## config.mk

```make
export PLATFORM = sky130hd
export DESIGN_NAME = main_fsm
export DESIGN_NICKNAME = d
export VERILOG_FILES = /design/src/rtl/main_fsm_pkg.sv /design/src/rtl/ff_res.sv /design/src/rtl/main_fsm.sv
export SDC_FILE = /design/constraint.sdc
export NUM_CORES = 1
export LEC_CHECK = 0
export CAP_MARGIN = 30
export CORE_AREA = 3 3 40 42
export DETAILED_ROUTE_END_ITERATION = 10
export DIE_AREA = 0 0 43 45
export GPL_TIMING_DRIVEN = 0
export PLACE_DENSITY = 0.76
export SETUP_SLACK_MARGIN = 0.4
export SYNTH_ARGS = -nofsm -noshare
export SYNTH_HDL_FRONTEND = slang
export SYNTH_SLANG_ARGS = --single-unit
export TNS_END_PERCENT = 100
```

## constraint.sdc

```tcl
create_clock -name clk -period 3.1 [get_ports clk]
set_clock_uncertainty 0.1 [all_clocks]
set_input_delay 0.465 -clock clk [delete_from_list [all_inputs] [get_ports clk]]
set_output_delay 0.465 -clock clk [all_outputs]
set_load 0.01 [all_outputs]
```

## src/rtl/main_fsm_pkg.sv

```systemverilog
// Shared controller definitions: state codes, datapath mux encodings and
// instruction class codes used by main_fsm, the decoder and the condition logic.
package main_fsm_pkg;

    typedef enum logic [3:0] {
        S_FETCH    = 4'd0,
        S_DECODE   = 4'd1,
        S_MEMADR   = 4'd2,
        S_MEMRD    = 4'd3,
        S_MEMWB    = 4'd4,
        S_MEMWR    = 4'd5,
        S_EXECUTER = 4'd6,
        S_EXECUTEI = 4'd7,
        S_ALUWB    = 4'd8,
        S_BRANCH   = 4'd9,
        S_UNKNOWN  = 4'd10
    } state_t;

    localparam logic [1:0] SRCA_REG   = 2'b00;
    localparam logic [1:0] SRCA_PC    = 2'b01;

    localparam logic [1:0] SRCB_REG   = 2'b00;
    localparam logic [1:0] SRCB_IMM   = 2'b01;
    localparam logic [1:0] SRCB_FOUR  = 2'b10;

    localparam logic [1:0] RES_ALUOUT = 2'b00;
    localparam logic [1:0] RES_RDATA  = 2'b01;
    localparam logic [1:0] RES_ALU    = 2'b10;

    localparam logic [1:0] OP_DP      = 2'b00;
    localparam logic [1:0] OP_MEM     = 2'b01;
    localparam logic [1:0] OP_BR      = 2'b10;
    localparam logic [1:0] OP_ILL     = 2'b11;

endpackage

```

## src/rtl/ff_res.sv

```systemverilog
// Generic register with asynchronous active-high reset to zero.
module ff_res #(
    parameter int WIDTH = 8
) (
    input  logic             clk,
    input  logic             reset,
    input  logic [WIDTH-1:0] d,
    output logic [WIDTH-1:0] q
);

    always_ff @(posedge clk or posedge reset) begin
        if (reset) q <= '0;
        else       q <= d;
    end

endmodule

```

## src/rtl/main_fsm.sv

```systemverilog
// Multi-cycle processor main controller: Moore FSM sequencing fetch through
// writeback and driving datapath selects plus unconditioned write requests.
//
// state    | meaning
// FETCH    | read instruction, PC <= PC + 4
// DECODE   | read registers, classify instruction
// MEMADR   | compute memory address
// MEMRD    | read data memory
// MEMWB    | write load data to register file
// MEMWR    | write data memory
// EXECUTER | ALU op, register operand
// EXECUTEI | ALU op, immediate operand
// ALUWB    | write ALU result to register file
// BRANCH   | branch request, target from ALU
// UNKNOWN  | illegal instruction, halted until reset
module main_fsm
    import main_fsm_pkg::*;
(
    input  logic       clk,
    input  logic       reset,
    input  logic [1:0] Op,
    input  logic [5:0] Funct,
    output logic       IRWrite,
    output logic       AdrSrc,
    output logic [1:0] ALUSrcA,
    output logic [1:0] ALUSrcB,
    output logic [1:0] ResultSrc,
    output logic       ALUOp,
    output logic       NextPC,
    output logic       RegW,
    output logic       MemW,
    output logic       Branch,
    output logic       Halt,
    output logic [3:0] State
);

    logic [3:0] state_q;
    logic [3:0] state_d;
    logic       unused_funct;

    assign unused_funct = ^Funct[4:1];

    // FETCH is code 0, so the reset-to-zero register lands in FETCH.
    ff_res #(.WIDTH(4)) u_state (
        .clk   (clk),
        .reset (reset),
        .d     (state_d),
        .q     (state_q)
    );

    always_comb begin
        state_d = S_UNKNOWN;
        case (state_q)
            S_FETCH:    state_d = S_DECODE;
            S_DECODE: begin
                case (Op)
                    OP_MEM:  state_d = S_MEMADR;
                    OP_DP:   state_d = Funct[5] ? S_EXECUTEI : S_EXECUTER;
                    OP_BR:   state_d = S_BRANCH;
                    default: state_d = S_UNKNOWN;
                endcase
            end
            S_MEMADR:   state_d = Funct[0] ? S_MEMRD : S_MEMWR;
            S_MEMRD:    state_d = S_MEMWB;
            S_EXECUTER,
            S_EXECUTEI: state_d = S_ALUWB;
            S_MEMWB,
            S_MEMWR,
            S_ALUWB,
            S_BRANCH:   state_d = S_FETCH;
            default:    state_d = S_UNKNOWN;
        endcase
    end

    always_comb begin
        IRWrite   = 1'b0;
        AdrSrc    = 1'b0;
        ALUSrcA   = SRCA_REG;
        ALUSrcB   = SRCB_REG;
        ResultSrc = RES_ALUOUT;
        ALUOp     = 1'b0;
        NextPC    = 1'b0;
        RegW      = 1'b0;
        MemW      = 1'b0;
        Branch    = 1'b0;
        Halt      = 1'b0;
        case (state_q)
            S_FETCH: begin
                IRWrite   = 1'b1;
                ALUSrcA   = SRCA_PC;
                ALUSrcB   = SRCB_FOUR;
                ResultSrc = RES_ALU;
                NextPC    = 1'b1;
            end
            S_DECODE: begin
                ALUSrcA   = SRCA_PC;
                ALUSrcB   = SRCB_FOUR;
                ResultSrc = RES_ALU;
            end
            S_MEMADR:   ALUSrcB = SRCB_IMM;
            S_MEMRD:    AdrSrc  = 1'b1;
            S_MEMWB: begin
                ResultSrc = RES_RDATA;
                RegW      = 1'b1;
            end
            S_MEMWR: begin
                AdrSrc = 1'b1;
                MemW   = 1'b1;
            end
            S_EXECUTER: ALUOp = 1'b1;
            S_EXECUTEI: begin
                ALUSrcB = SRCB_IMM;
                ALUOp   = 1'b1;
            end
            S_ALUWB:    RegW = 1'b1;
            S_BRANCH: begin
                ALUSrcB   = SRCB_IMM;
                ResultSrc = RES_ALU;
                Branch    = 1'b1;
            end
            default:    Halt = 1'b1;
        endcase
    end

    assign State = state_q;

endmodule

```

# Word-level counts from Yosys, hierarchy flattened

Cells that the tools add are included.

Flip-flop bits (word level): 4
Bits of input ports: 10
Output and inout bits: 18
Word-level logic and storage cells: 36

Equal/unequal tests: 11
Mux-type cells: 14
Reduce and logical (&&, ||, !) cells: 10

Operators by type and width:

| kind                                                             | number |
|---|---|
| 4-bit one-hot mux with 6 select lines                            | 1 |
| 4-bit by 3-bit == test with 1-bit output (second input constant) | 4 |
| 4-bit one-hot mux with 3 select lines                            | 1 |
| 10-bit OR reduction                                              | 1 |
| 1-bit two-way mux                                                | 9 |
| 4-bit by 2-bit == test with 1-bit output (second input constant) | 2 |
| 4-bit == test (second input constant)                            | 2 |
| 2-bit one-hot mux with 2 select lines                            | 2 |
| 2-bit OR reduction                                               | 4 |
| 3-bit OR reduction                                               | 2 |
| 4-bit by 1-bit == test with 1-bit output (second input constant) | 1 |
| 4-bit zero test                                                  | 1 |
| 4-bit OR reduction                                               | 1 |
| 3-bit two-way mux                                                | 1 |
| 2-bit by 1-bit == test with 1-bit output (second input constant) | 1 |
| 2-bit == test (second input constant)                            | 1 |
| 2-bit zero test                                                  | 1 |

# Depth between registers and ports, before layout

Gate-level depths: netlist of the first run.

Depth in word-level cells: 3
Depth in mapped cells: 4
Gate-level depth less buffers: 3

# By module

From an unflattened synthesis of the first run, not the netlist that was laid out.

Cells, all modules: 48
Area total of the unflattened synthesis: 350.3 sq um

Modules (own cells, without submodules):

| module   | instances | cells each | area each (sq um) |
|---|---|---|---|
| main_fsm | 1         | 43         | 246.5 |
| ff_res   | 1         | 5          | 103.8 |

# Worst setup path after synthesis of the first run

No wires, ideal clock.

Path type: flip-flop to output port
Start: reg u_state.q[2]
End: out NextPC
Arrival time: 1.422 ns
Slack: 1.113 ns
Cell stages (with the launch flop): 5
Path buffers: 2
Path through: dfrtp_1 or2_2 buf_4 nor3_1 buf_4

Word-level cells in the longest chain between the ends: 2

Ends and longest elaborated chain:

| item                   | RTL line       | RTL |
|---|---|---|
| from (decl)            | ff_res.sv:8    | `output logic [WIDTH-1:0] q` |
| from (signal assigned) | ff_res.sv:12   | `if (reset) q <= '0;` |
| from (signal assigned) | ff_res.sv:13   | `else q <= d;` |
| 4-bit zero test        | --             |  |
| 1-bit two-way mux      | --             |  |
| to (decl)              | main_fsm.sv:29 | `output logic NextPC,` |

Every way passes these cells.

# Final worst setup path of the first run

Start: reg u_state.q[3]
End: out NextPC

Word-level cells in the longest chain between the ends: 2

Ends and longest elaborated chain:

| item              | RTL line       | RTL |
|---|---|---|
| 4-bit zero test   | main_fsm.sv:87 | `case (state_q)` |
| 1-bit two-way mux | main_fsm.sv:87 |  |

Every way passes these cells.

==> out/qor.csv, run 1 <==
stage,metric,value,unit
clock_tree,clockBufferDepth,2,
placement,gp_congestion,0.7443,
global_routing,antenna_found_initial,0,
die,core,1285,sq um
setup_path,r2r_end,u_state.q[1]$_DFF_PP0_,
status,status,"complete, no violations",
synthesis,seq_area_frac_synth,28.27,%
pwr,clock_power_share,50.7,%
die,die_w,43,microns
clock_tree,htreeDepth,1,
sta,setup_viol,0,
drt,vias,390,
setup_path,reg2reg_slack,1.75,ns
synthesis,synth_cell_types,23,
setup_path,path_depth,5,
setup_path,path_cells,or2_2 -> buf_4 -> nor3_1 -> buf_4 -> clkdlybuf4s50_1,
sta,timing.fmax,388.9,MHz
synthesis,syn_inst,47,
clock_tree,clockRootBuffer,clkbuf_4,
clock_tree,cts.clk_slew.worst_paths,0.04,ns
setup_path,r2r_start,u_state.q[1]$_DFF_PP0_,
setup_path,crit_type,flop to output pin,
cells_and_area,drive_gt1_share,15.28,%
die,placementRows,13,
synthesis,yosysWarningCount,0,
pwr,p_int,0.1029,mW
sta,slew_viol_final,0,
sta,rsz0062_at_grt,no,
synthesis,syn_nets,57,
cells_and_area,largest_register,u_state.q,
pwr,pwr-share-comb,8.4,%
setup_path,setup.worst_path.start,u_state.q[3]$_DFF_PP0_,
cells_and_area,reg_top3,u_state.q: 4 flops,
die,io_pins,28,
clock_tree,clock-sinks,4,
setup_path,worstRegToRegCells,3,
drt,drtPass1Iterations,1,
clock_tree,cts_buffers,3,
global_routing,grt_pass1_vias,337,
global_routing,grt_util_all_layers,10.04,%
drt,antenna_left,0,
drt,drt-total-wl,862,microns
global_routing,grt_overflow_total,0,
pwr,power_switching,0.02554,mW
clock_tree,cts_tree,done,
cells_and_area,largest_register_ffs,4,
run,cap_viol_max_count,0,
drt,drt_iter0_drc,0,
cells_and_area,final_nets,84,
sta,tns,0,ns
setup_path,crit_slowest_cell,clkdlybuf4s50_1,
clock_tree,cts_resized,0,
setup_path,critPathBufInv,3,
die,fp.dieH,45,microns
min_path,holdCritPathClass,primary input to async pin,
drt,routedWlPerCell,9.908,microns
setup_path,crit_end,NextPC,
pwr,p_leak,0.2699,nW
synthesis,syn_area,354.1,sq um
drt,drt-vias-per-instance,4.483,
pwr,p_per_area,208.6,nW/um^2
pwr,p_total,0.1284,mW
sta,layout_min_cycle_time,2.572,ns
setup_path,crit_path_start_kind,flop,
setup_path,critPathRequiredTime,2.53,ns
placement,io_buffers,22,
synthesis,ys_ff_latch,4,
die,start_util,27.56,%
pwr,power_frac_seq,40.9,%
setup_path,worstPathMaxFanout,9,
setup_path,max_stage_delay,0.52,ns
cells_and_area,syn_to_final_growth,73.85,%
sta,hold_viol_final,0,
setup_path,path_common_cell,buf_4,
global_routing,grt_max_degree,11,
clock_tree,clock_latency,0.24,ns
cells_and_area,antennaDiodeCount,0,
clock_tree,cts_hold_buf,0,
setup_path,cp.arrival,2.01,ns
drt,drc,0,
placement,hpwl,706.9,microns
pwr,vdd_ir_drop_max,0.2321,mV
pwr,switching_share,19.89,%
setup_path,cp_top_family,buffers and inverters,
synthesis,syn_area_per_cell,7.534,sq um
clock_tree,post_cts_buffers,0,
die,die_area,1935,sq um
global_routing,grt_pass1_wl,1.386,mm
sta,fin_crit_sh,82.96,%
setup_path,endpoint_kind,output pin,
[stage by stage]
stage	util (%)	setup slack (ns)	cells	hold WS [ns]	cell area (sq um)
2_1_floorplan	-	1.113	47	0.1311	354.1
3_3_place_gp	46.15	0.7783	84	0.5026	593.1
3_5_place_dp	46.15	0.7593	84	0.5120	593.1
4_1_cts	47.91	0.4987	87	0.3018	615.6
5_1_grt	47.91	0.4207	87	0.3213	615.6
6_report	47.91	0.5283	87	0.3025	615.6
[layout make-up]
class / count / area, sq um
Timing Repair Buffer: 22 / 220.2
Buffer: 5 / 38.79
Multi-Input combinational cell: 32 / 192.7
Clock buffer: 3 / 22.52
Sequential cell: 4 / 100.1
Tap cell: 15 / 18.77
Fill cell: 144 / 669.4
Inverter: 6 / 22.52
[synthesized netlist by cell type, drive strengths merged]
cell type / n / area [sq um]
a211o: 1 / 8.760
a211oi: 1 / 7.510
a21oi: 2 / 10.01
buf: 5 / 38.78
conb: 1 / 3.750
dfrtp: 4 / 100.1
inv: 6 / 22.52
nand2: 2 / 7.510
nand2b: 4 / 32.53
nor2: 7 / 26.28
nor2b: 1 / 6.260
nor3: 3 / 15.01
o21ai: 3 / 15.01
o22ai: 1 / 6.260
o311ai: 2 / 25.03
or2: 1 / 6.260
or3: 1 / 6.260
or4: 1 / 7.510
xnor2: 1 / 8.760
[placed cells by master (no fill, tap or decap), drive strengths merged]
cell and count:
clkdlybuf4s50 22, nor2 7, inv 6, buf 5, dfrtp 4, nand2b 4, nor3 3, o21ai 3
clkbuf 3, a21oi 2, nand2 2, o311ai 2, a211oi 1, or2 1, nor2b 1, or4 1
a211o 1, o22ai 1, or3 1, xnor2 1, conb 1
[power groups by stage]
stage	Combinational (mW)	Clock (mW)	Sequential [mW]
after floorplan	0.00373	0	0.0532
after global placement	0.0108	0	0.0532
after detailed placement	0.0109	0	0.0532
after CTS	0.0109	0.0686	0.0525
after global routing	0.0121	0.0708	0.0525
final	0.0108	0.0651	0.0525
[kinds of logic (layout without fill, tap and decap cells)]
group | count (synthesis) | after routing | synth area share, %
XOR/XNOR | 1 | 1 | 2.474
flip-flops | 4 | 4 | 28.27
other | 1 | 1 | 1.059
AO/OA/AOI/OAI | 10 | 10 | 20.50
AND/OR/NAND/NOR | 20 | 20 | 30.39
buffers and inverters | 11 | 36 | 17.31
[routing by layer]
metal	vias to the layer above	GRT usage, %	routed length (microns)
met4	0	5.422	8
li1	203	-	-
met5	-	0	0
met3	2	5.976	79
met1	169	10.76	348
met2	16	15.57	425
[how the worst min path moves through the flow]
stage / from / endpoint / slack (ns)
global route: reset / u_state.q[3]$_DFF_PP0_ / 0.32
floorplan: reset / u_state.q[0]$_DFF_PP0_ / 0.13
CTS: reset / u_state.q[3]$_DFF_PP0_ / 0.30
global placement: u_state.q[0]$_DFF_PP0_ / u_state.q[0]$_DFF_PP0_ / 0.50
detailed placement: u_state.q[0]$_DFF_PP0_ / u_state.q[0]$_DFF_PP0_ / 0.51
finish: reset / u_state.q[3]$_DFF_PP0_ / 0.30
Power figures use the tool's default switching activity.
==> inputs of run 2 (changes only) <==
- PLACE_DENSITY: 0.76 -> 0.79
- clock period: 3.1 -> 2.1 ns (I/O delays scaled with it)
==> out/qor.csv, run 2 (synthesized netlist as in run 1, its figures left out) <==
stage,metric,value,unit,change
cells_and_area,syn_to_final_growth,89.05,%,
placement,post_dp_cell_area,598.1,sq um,+0.84%
setup_path,crit_slowest_cell,dfrtp_2,,
cells_and_area,stdcell_area,669.4,sq um,+8.7%
setup_path,worstPathMaxFanout,6,,-3
global_routing,grt_max_degree,11,,unchanged
clock_tree,clock-sinks,4,,unchanged
die,io_pins,28,,unchanged
status,status,"complete, no violations",,
setup_path,crit_type,flop to output pin,,
sta,setup_ws,0.2912,ns,-0.2371 ns
global_routing,grt_pass1_wl,1.635,mm,+18%
cells_and_area,largest_register_ffs,4,,unchanged
cells_and_area,drive_gt1_share,46.75,%,+31 points
cells_and_area,largest_register,u_state.q,,
die,start_util,27.56,%,unchanged
sta,slew_viol_final,0,,unchanged
placement,gp_congestion,0.7452,,+0.12%
cells_and_area,final_nets,89,,+6.0%
setup_path,path_common_cell,buf_6,,
die,core,1285,sq um,unchanged
global_routing,grt_pass1_vias,401,,+19%
sta,fin_crit_sh,86.13,%,
sta,layout_min_cycle_time,1.809,ns,
drt,drt_iter0_drc,3,,+3
drt,drt-vias-per-instance,4.620,,+3.1%
clock_tree,htreeDepth,1,,unchanged
drt,routedWlPerCell,11.96,microns,+21%
die,fp.dieH,45,microns,unchanged
sta,timing.fmax,552.9,MHz,
sta,hold_viol_final,0,,unchanged
setup_path,max_stage_delay,0.44,ns,-0.08 ns
min_path,holdCritPathClass,primary input to async pin,,
setup_path,path_cells,or2_4 -> buf_6 -> nor3_4 -> buf_4 -> buf_6,,
clock_tree,cts_buffers,3,,unchanged
clock_tree,cts_tree,done,,
die,die_area,1935,sq um,unchanged
die,die_w,43,microns,unchanged
setup_path,crit_path_start_kind,flop,,
drt,vias,425,,+9.0%
sta,rsz0062_at_grt,yes,,
placement,io_buffers,22,,unchanged
clock_tree,clockBufferDepth,2,,unchanged
drt,drtPass1Iterations,2,,+1
clock_tree,clock_latency,0.24,ns,about the same
pwr,vdd_ir_drop_max,0.3121,mV,+34%
pwr,p_per_area,283.1,nW/um^2,+36%
drt,drc,0,,unchanged
clock_tree,clockRootBuffer,clkbuf_4,,
drt,drt-total-wl,1.100,mm,+28%
global_routing,grt_overflow_total,0,,unchanged
global_routing,antenna_found_initial,0,,unchanged
placement,place_ws,-0.01464,ns,-0.7739 ns
global_routing,grt_util_all_layers,11.72,%,+1.7 points
placement,hpwl,716.4,microns,+1.3%
setup_path,endpoint_kind,output pin,,
setup_path,cp.arrival,1.39,ns,-0.62 ns
cells_and_area,mostFrequentLayoutCells,"clkdlybuf4s50_1 (7), buf_2 (7), inv_1 (6), buf_4 (6)",,
clock_tree,cts.clk_slew.worst_paths,0.04,ns,about the same
pwr,p_leak,0.3399,nW,+26%
cells_and_area,reg_top3,u_state.q: 4 flops,,
run,cap_viol_max_count,0,,unchanged
setup_path,critPathRequiredTime,1.68,ns,-0.85 ns
sta,setup_viol,0,,unchanged
cells_and_area,antennaDiodeCount,0,,unchanged
clock_tree,cts_hold_buf,0,,unchanged
drt,antenna_left,0,,unchanged
die,placementRows,13,,unchanged
## run 2: cell types whose count changed in the layout (fill, tap and decap cells not counted), sizes merged
cell           delta
buf              +13
clkbuf            +2
clkdlybuf4s50    -15
dlygate4sd2       +3
dlymetal6s2s      +2
## run 2: final timing paths
kind	cells after the start	endpoint	slack [ns]	start
worst min register to register	2	u_state.q[1]$_DFF_PP0_	0.49	u_state.q[3]$_DFF_PP0_
worst max-delay path	5	NextPC	0.29	u_state.q[2]$_DFF_PP0_
max in group asynchronous	2	u_state.q[2]$_DFF_PP0_	1.56	reset
min in group clk	2	u_state.q[1]$_DFF_PP0_	0.49	u_state.q[3]$_DFF_PP0_
worst max register to register	3	u_state.q[1]$_DFF_PP0_	0.70	u_state.q[3]$_DFF_PP0_
worst min-delay path	2	u_state.q[3]$_DFF_PP0_	0.16	reset
## run 2: what timing repair did
item,4_1_cts,5_1_grt
pin swaps,0,3
gates cloned,0,0
resized for setup,46,14
setup buffers,5,0
endpoints found under the setup margin,14,15
## run 2: routing by layer
metal | wire, microns | global-route usage, % | share of wire [%] | vias up
li1 | - | - | - | 213
met1 | 424 | 13.20 | 39 | 194
met2 | 575 | 18.56 | 52 | 16
met3 | 94 | 7.171 | 8.5 | 2
met4 | 6 | 3.614 | 0.55 | 0
met5 | 0 | 0 | 0 | -
## run 2: worst max-delay path, delay by kind of cell (launching register included)
family        cells  cell delay, ns
buf+inv           3            0.35
flops             1            0.44
simple gates      2            0.37
## run 2: power by group
group / switching, mW / leakage (nW) / internal, mW
clock network: 0.0319 / 0.0138 / 0.0639
logic: 0.00583 / 0.283 / 0.0104
registers: 0 / 0.0432 / 0.0775
## run 2: final cells by class
class / instances / area (sq um)
Fill cell: 143 / 615.6
Multi-Input combinational cell: 32 / 234.0
Timing Repair Buffer: 27 / 219.0
Sequential cell: 4 / 103.9
Buffer: 5 / 48.80
Clock buffer: 3 / 22.52
Inverter: 6 / 22.52
Tap cell: 15 / 18.77
## run 2: stage by stage
step | util (%) | power, mW | hold WS (ns) | instances | TNS [ns]
6_report | 52.09 | 0.1895 | 0.1615 | 92 | 0
5_1_grt | 52.09 | 0.2034 | 0.1705 | 92 | 0
4_1_cts | 50.44 | 0.1929 | 0.1626 | 92 | 0
3_5_place_dp | 46.54 | 0.09473 | 0.4154 | 84 | -0.01464
3_3_place_gp | 46.54 | 0.09436 | 0.4088 | 84 | 0
2_1_floorplan | - | 0.08399 | -0.01892 | 47 | 0
